### src/rtl/tile_fetch_unit.sv
// Fetches one TILE x TILE block of the source image from ROM port A at one pixel per
// cycle and assembles it, zero-extended, into a flattened matrix register.
module tile_fetch_unit #(
   parameter int IMG_W  = 400,
   parameter int IMG_H  = 400,
   parameter int TILE   = 10,
   parameter int ADDR_W = 18,
   parameter int PIX_W  = 8,
   parameter int OUT_W  = 16,
   parameter int RD_LAT = 2
) (
   input  logic                        clk,
   input  logic                        rst,
   input  logic                        start,
   input  logic [5:0]                  tile_x,
   input  logic [5:0]                  tile_y,
   input  logic                        abort,
   output logic                        busy,
   output logic                        done,
   output logic                        err,
   output logic [ADDR_W-1:0]           rom_addr,
   input  logic [PIX_W-1:0]            rom_data,
   output logic [TILE*TILE*OUT_W-1:0]  tile_data,
   input  logic                        cnt_clr,
   output logic [31:0]                 access_count
);
   // state   | meaning
   // S_IDLE  | waiting for start
   // S_ISSUE | presenting one ROM address per cycle
   // S_DRAIN | waiting for outstanding ROM returns
   // S_DONE  | one-cycle done pulse
   localparam logic [1:0] S_IDLE  = 2'd0;
   localparam logic [1:0] S_ISSUE = 2'd1;
   localparam logic [1:0] S_DRAIN = 2'd2;
   localparam logic [1:0] S_DONE  = 2'd3;

   localparam int NPIX  = TILE * TILE;
   localparam int IDX_W = (NPIX > 1) ? $clog2(NPIX) : 1;
   localparam int COL_W = (TILE > 1) ? $clog2(TILE) : 1;

   logic [1:0]        state;
   logic [IDX_W-1:0]  idx;
   logic [COL_W-1:0]  col;
   logic [ADDR_W-1:0] row_base;
   logic              pipe_v   [RD_LAT];
   logic [IDX_W-1:0]  pipe_idx [RD_LAT];

   logic              start_ok;
   logic [ADDR_W-1:0] base;
   logic              pend;
   logic              abort_act;

   assign busy      = (state == S_ISSUE) || (state == S_DRAIN);
   assign done      = (state == S_DONE);
   assign abort_act = abort && busy;

   // Only place a multiply appears; the walk itself is add-only.
   always_comb begin
      start_ok = (32'(tile_x) < 32'(IMG_W / TILE)) && (32'(tile_y) < 32'(IMG_H / TILE));
      base     = ADDR_W'(tile_y) * ADDR_W'(TILE * IMG_W) + ADDR_W'(tile_x) * ADDR_W'(TILE);
   end

   // The final stage is exiting this edge, so only earlier stages count as pending.
   always_comb begin
      pend = 1'b0;
      for (int i = 0; i < RD_LAT - 1; i++) pend = pend | pipe_v[i];
   end

   always_ff @(posedge clk or posedge rst) begin
      if (rst) begin
         state        <= S_IDLE;
         err          <= 1'b0;
         rom_addr     <= '0;
         row_base     <= '0;
         idx          <= '0;
         col          <= '0;
         access_count <= '0;
         tile_data    <= '0;
         for (int i = 0; i < RD_LAT; i++) begin
            pipe_v[i]   <= 1'b0;
            pipe_idx[i] <= '0;
         end
      end else begin
         err <= 1'b0;

         pipe_v[0]   <= (state == S_ISSUE) && !abort;
         pipe_idx[0] <= idx;
         for (int i = 1; i < RD_LAT; i++) begin
            pipe_v[i]   <= pipe_v[i-1] && !abort_act;
            pipe_idx[i] <= pipe_idx[i-1];
         end

         if (pipe_v[RD_LAT-1] && !abort_act)
            tile_data[int'(pipe_idx[RD_LAT-1])*OUT_W +: OUT_W] <= {{(OUT_W-PIX_W){1'b0}}, rom_data};

         if (cnt_clr)
            access_count <= '0;
         else if (state == S_ISSUE && access_count != '1)
            access_count <= access_count + 32'd1;

         case (state)
            S_IDLE: begin
               if (start) begin
                  if (start_ok) begin
                     rom_addr <= base;
                     row_base <= base;
                     idx      <= '0;
                     col      <= '0;
                     state    <= S_ISSUE;
                  end else begin
                     err <= 1'b1;
                  end
               end
            end
            S_ISSUE: begin
               if (abort) begin
                  state <= S_IDLE;
               end else if (idx == IDX_W'(NPIX - 1)) begin
                  state <= S_DRAIN;
               end else begin
                  idx <= idx + 1'b1;
                  if (col == COL_W'(TILE - 1)) begin
                     col      <= '0;
                     row_base <= row_base + ADDR_W'(IMG_W);
                     rom_addr <= row_base + ADDR_W'(IMG_W);
                  end else begin
                     col      <= col + 1'b1;
                     rom_addr <= rom_addr + 1'b1;
                  end
               end
            end
            S_DRAIN: begin
               if (abort)      state <= S_IDLE;
               else if (!pend) state <= S_DONE;
            end
            default: state <= S_IDLE;
         endcase
      end
   end

endmodule
### config.mk
export PLATFORM = sky130hd
export DESIGN_NAME = tile_fetch_unit
export DESIGN_NICKNAME = d
export VERILOG_FILES = /design/src/rtl/tile_fetch_unit.sv
export SDC_FILE = /design/constraint.sdc
export NUM_CORES = 2
export LEC_CHECK = 0
export CORE_AREA = 2 2 663 665
export DETAILED_ROUTE_END_ITERATION = 10
export DIE_AREA = 0 0 665 667
export PLACE_DENSITY = 0.39
export SKIP_CTS_REPAIR_TIMING = 1
export SYNTH_ARGS = -nofsm -noshare
export SYNTH_HDL_FRONTEND = slang
export SYNTH_SLANG_ARGS = --single-unit
export TNS_END_PERCENT = 1
### constraint.sdc
create_clock -name clk -period 67 [get_ports clk]
set_clock_uncertainty 0.05 [all_clocks]
set_input_delay 6.7 -clock clk [delete_from_list [all_inputs] [get_ports clk]]
set_output_delay 6.7 -clock clk [all_outputs]
set_load 0.005 [all_outputs]
== Word level (Yosys, flattened, before mapping) ==
Cells that the tools add are included.

* Add/subtract/negate cells: 7
* Multipliers: 2
* Magnitude comparators: 2
* Eq/ne operators: 13
* Shift-type cells: 2
* Muxes and demuxes: 34
* Reduce and logical (&&, ||, !) cells: 15

{| class="wikitable"
|+ Operators by type and width
! operator !! count
|-
| bitwise mux 1600 bit || 1
|-
| variable shift 16 x 33 -> 1600 bit (first input constant) || 1
|-
| indexed part select 16 x 33 -> 1600 bit || 1
|-
| two-way mux 18 bit || 8
|-
| case mux 18 bit (2 select lines) || 2
|-
| two-way mux 32 bit || 2
|-
| negation 11 -> 33 bit || 1
|-
| adder 32 x 1 -> 32 bit (second input constant) || 1
|-
| != test 32 bit (second input constant) || 1
|-
| two-way mux 7 bit || 4
|-
| two-way mux 4 bit || 5
|-
| adder 18 x 1 -> 18 bit (second input constant) || 1
|-
| adder 18 x 10 -> 18 bit || 1
|-
| adder 18 x 9 -> 18 bit (second input constant) || 1
|-
| case mux 7 bit (2 select lines) || 1
|-
| multiplier 6 x 7 -> 13 bit (second input constant) || 1
|-
| less-than comparator 6 bit (second input constant) || 2
|-
| two-way mux 2 bit || 6
|-
| multiplier 6 x 3 -> 9 bit (second input constant) || 1
|-
| != test 2 bit (second input constant) || 4
|-
| case mux 4 bit (2 select lines) || 1
|-
| adder 7 x 1 -> 7 bit (second input constant) || 1
|-
| equality test 7 bit (second input constant) || 1
|-
| logical AND 1 bit || 6
|-
| 16 further kinds || 21
|}

* Bits in registers: 1,698
* Output and inout bits: 1,653
* Logic and storage cells: 87

== Logic depth before layout (Yosys ltp) ==
* Depth in word-level cells: 5
* Depth in mapped cells: 16
* Depth with buffers taken out: 16

== Least setup slack after synthesis ==
OpenSTA, ideal clock, no wires.

* Kind: in2reg
* From: input tile_y[3]
* To: register row_base[17]
* Arrival: 10,623 ps
* Data required time: 66,830 ps
* Slack: 56,208 ps
* Stages: 14
* Buffers on the path: 1
* Cell sequence: fa_1 -> inv_1 -> fa_1 -> inv_1 -> fa_1 -> ha_1 -> clkbuf_1 -> a21o_1 -> a221oi_1 -> xnor2_1 -> nor3b_1 -> nand3_1 -> or4b_1 -> and3_1

* Word-level cells in the longest chain between the ends: 5
* Elaborated cells on any way between the ends: 9

{| class="wikitable"
|+ RTL lines
! element !! RTL line !! text
|-
| start: declaration || 16 || <nowiki>input logic [5:0] tile_y,</nowiki>
|-
| multiplier 6 x 7 -> 13 bit || 60 || <nowiki>base = ADDR_W'(tile_y) * ADDR_W'(TILE * IMG_W) + ADDR_W'(tile_x) * ADDR_W'(TILE);</nowiki>
|-
| adder 18 x 10 -> 18 bit || 60 ||
|-
| two-way mux 18 bit || 104 || <nowiki>if (start_ok) begin</nowiki>
|-
| two-way mux 18 bit || 103 || <nowiki>if (start) begin</nowiki>
|-
| case mux 18 bit (2 select lines) || 101 || <nowiki>case (state)</nowiki>
|-
| end signal: assignment || 106 || <nowiki>row_base <= base;</nowiki>
|-
| end signal: assignment || 124 || <nowiki>row_base <= row_base + ADDR_W'(IMG_W);</nowiki>
|-
| end: declaration || 44 || <nowiki>logic [ADDR_W-1:0] row_base;</nowiki>
|}

Several ways; a longest one is shown, not always the timed one. The select of a mux whose other input is x is not followed.
A chain may end at the register's enable or synchronous reset.

== Final worst setup path ==
Same ends and word-level chain as after synthesis.

==> run metrics <==
status complete, no violations; cells after synthesis 4,123; IO Count ~1,700; PnR worst setup slack 56.03 ns; number of synthesized flops with an enable pin 0; IO buf count 877; r2r startpoint pipe_idx[0]; PD cells 27.9 nW/um^2; critical path launch point type input pin; Setup-failing EPs final 0; multi-input logic area around 18,000 um^2; first-pass GRT wire length 319,000 um; f_max 0.0912 GHz; register area share after synthesis 51.0%; Worst Path Required 67.65 ns; die area 444,000 um^2; area share of the largest cell type after synthesis 51.0%; RSZ-0062 raised after global routing no; Synth Flop Type dfrtp_1; Slew Limit Fails 0; Placement Setup Slack 54.86 ns; Max IR drop VDD 0.0440 mV; Filler cells ~50,000; crit path max fanout 10; Initial Util 10.1%; drt via density 3.00; initial antenna violation count 20; synthesized area 44,000 um^2; drt total wl ~250,000 um; num rows 243; largest net degree at the start of global routing 152; Max-Slew Margin vs Limit between 10% and 20%; Sinks on Clock Net 897; Async S/R FF share, synth 100%; YS warnings 0; Layout Nets 5,110; R2R depth 10; placed wire-length estimate 193,000 um; setup total negative slack 0 ns; Reg clk slew, reported paths 0.06 ns; number of global-route vias before repair 31,744; Tot GR Track Use a little over a tenth; 1st-pass router iterations 5; overall power 1.70 mW; Final Wtd Congestion 0.795; H-tree lvl count 3; final core occ between 10 and 15%; worst r2r dst tile_data[1029]; Arrival @ worst endpoint 11.62 ns; Period minus WS final 10.97 ns; Core Region 437,000 um^2; worst hold endpoint pipe_idx[3]; Fin. Hold Viols 0; HP Class reg2reg; CTS tree done; DR vias ~33,000; total global routing overflow 0; flops & latches, synth roughly 900; First DRT Iteration DRCs 1,918; max cap viols 0; crit end category register; Die H 667 um; Die X ~670 um; Yosys top cell by area dfrtp_1; CTS root buffer clkbuf_16; R2R Setup Slk 61.88 ns; Least-Margin Pin Slew 1.22 ns; antenna-violating nets left 0; Num CTS Buffers 121; Sequential cell area between 20,000 and 25,000 um^2; cell leakage power 25.7 nW; residual DRC count 0; share of layout cells above drive strength 1 14.0%; Synth Area per Inst 10.7 um^2; Hold Crit Start pipe_idx[10]; Worst Hold Depth 0; Layout area overhead 38.4%; final period utilization about 16%; crit path kind in2reg; Max clock buf depth 4; wire length per cell between 20 and 25 um; largest cells by area after synthesis dfrtp_1, buf_4, mux2_2; Netlist cell types 79; clock latency on the worst-skew pair roughly 0.91 ns
## registers in the layout, indices dropped and copies added (netlist names)
signal and flops:
idx 7, state 2, pipe_v 1, row_base 17, col 4, access_count 32, err 1, pend 1
rom_addr 18, pipe_idx 14, tile_data 800
## per-stage QoR
stage	cells	hold WS [ns]	area, um^2
final	10882	0.284	60900
after detailed placement	10656	0.291	57000
after global placement	10656	0.295	57000
after global routing	10870	0.307	60800
after floorplan	4922	0.281	47000
after CTS	10870	0.287	60800
## cells in the mapped netlist (5+ instances only)
master / number
dfrtp_1: 897
buf_4: 811
nand2_1: 594
mux2_2: 375
o21ai_0: 234
nor2_1: 231
o31ai_1: 185
clkbuf_1: 92
nand3_1: 82
o41ai_1: 60
buf_2: 58
ha_1: 48
inv_1: 44
a21oi_1: 40
xor2_1: 39
xnor2_1: 33
nand4_1: 29
nor3_1: 23
and3_1: 20
nand2_2: 18
nand2b_1: 16
fa_1: 15
or3_1: 13
a21o_1: 11
a31oi_1: 10
nand3_2: 10
and2_1: 9
nor2b_1: 9
buf_1: 8
a22o_1: 7
mux2i_1: 7
nor2_4: 6
and4_1: 5
## metal layers
layer,vias up,share of wire (%),track usage [%],routed length [um]
li1,14368,-,-,-
met1,16751,38,11.9,94500
met2,1266,51,19.4,128000
met3,255,6.6,2.79,16400
met4,0,4.1,4.04,10100
met5,-,0,0,0
## worst max-delay path by stage
stage	startpoint	endpoint	slack (ns)	cells past startpoint
floorplan	rst	access_count[0]	35.03	1
global placement	rst	tile_data[1124]	55.01	7
detailed placement	rst	tile_data[1124]	54.86	7
CTS	rst	tile_data[612]	55.89	7
global route	rst	tile_data[1124]	55.43	7
finish	tile_y[3]	row_base[17]	56.03	14
## critical path, cell delays in order
cell and delay (ns):
clkdlybuf4s50_1 0.59, fa_1 0.74, inv_1 0.09, fa_1 0.55, inv_1 0.06, fa_1 0.48, ha_1 0.44, and3_1 0.22
a221oi_1 0.36, xnor2_1 0.20, nor3b_1 0.27, nand3_1 0.21, or4b_1 0.53, and3_1 0.16
## where the power goes
part / switching [mW] / internal (mW) / leakage, nW
registers: 0.0266 / 0.559 / 12.5
clock network: 0.277 / 0.373 / 1.90
logic: 0.367 / 0.0956 / 11.4
total: 0.670 / 1.03 / 25.7
## area by class of cell
type / instances / share of cell area, %
Clock inverter: 44 / 0.715
Multi-Input combinational cell: 3010 / 29.2
Antenna cell: 12 / 0.0493
Inverter: 44 / 0.284
Timing Repair Buffer: 948 / 15.3
Sequential cell: 897 / 36.9
Tap cell: 5757 / 11.8
Clock buffer: 170 / 5.65
## cell usage in the layout (no fill, tap or decap), types with 29 or more instances in the layout
cell,count
a21oi_1,39
xnor2_1,31
conb_1,800
nand4_1,29
ha_1,47
buf_4,68
o31ai_1,183
clkbuf_16,121
nand3_1,82
nor2_1,228
dfrtp_1,897
mux2_2,375
xor2_1,36
inv_1,43
o21ai_0,233
nand2_1,591
clkdlybuf4s50_1,875
o41ai_1,60
## cells by family (layout without fill, tap and decap cells)
family / Yosys count / in the layout / synth area share, %
muxes: 386 / 386 / 9.88
buffers and inverters: 1015 / 1206 / 15.8
other: 1 / 812 / 0.00852
AOI/OAI and AO/OA: 594 / 594 / 8.86
DFF: 897 / 897 / 51.0
adders and majority gates: 63 / 63 / 2.05
and+or+nand+nor: 1094 / 1094 / 10.9
xor gates and xnor gates: 73 / 73 / 1.47
No activity file was read; power rests on OpenSTA's default activity.
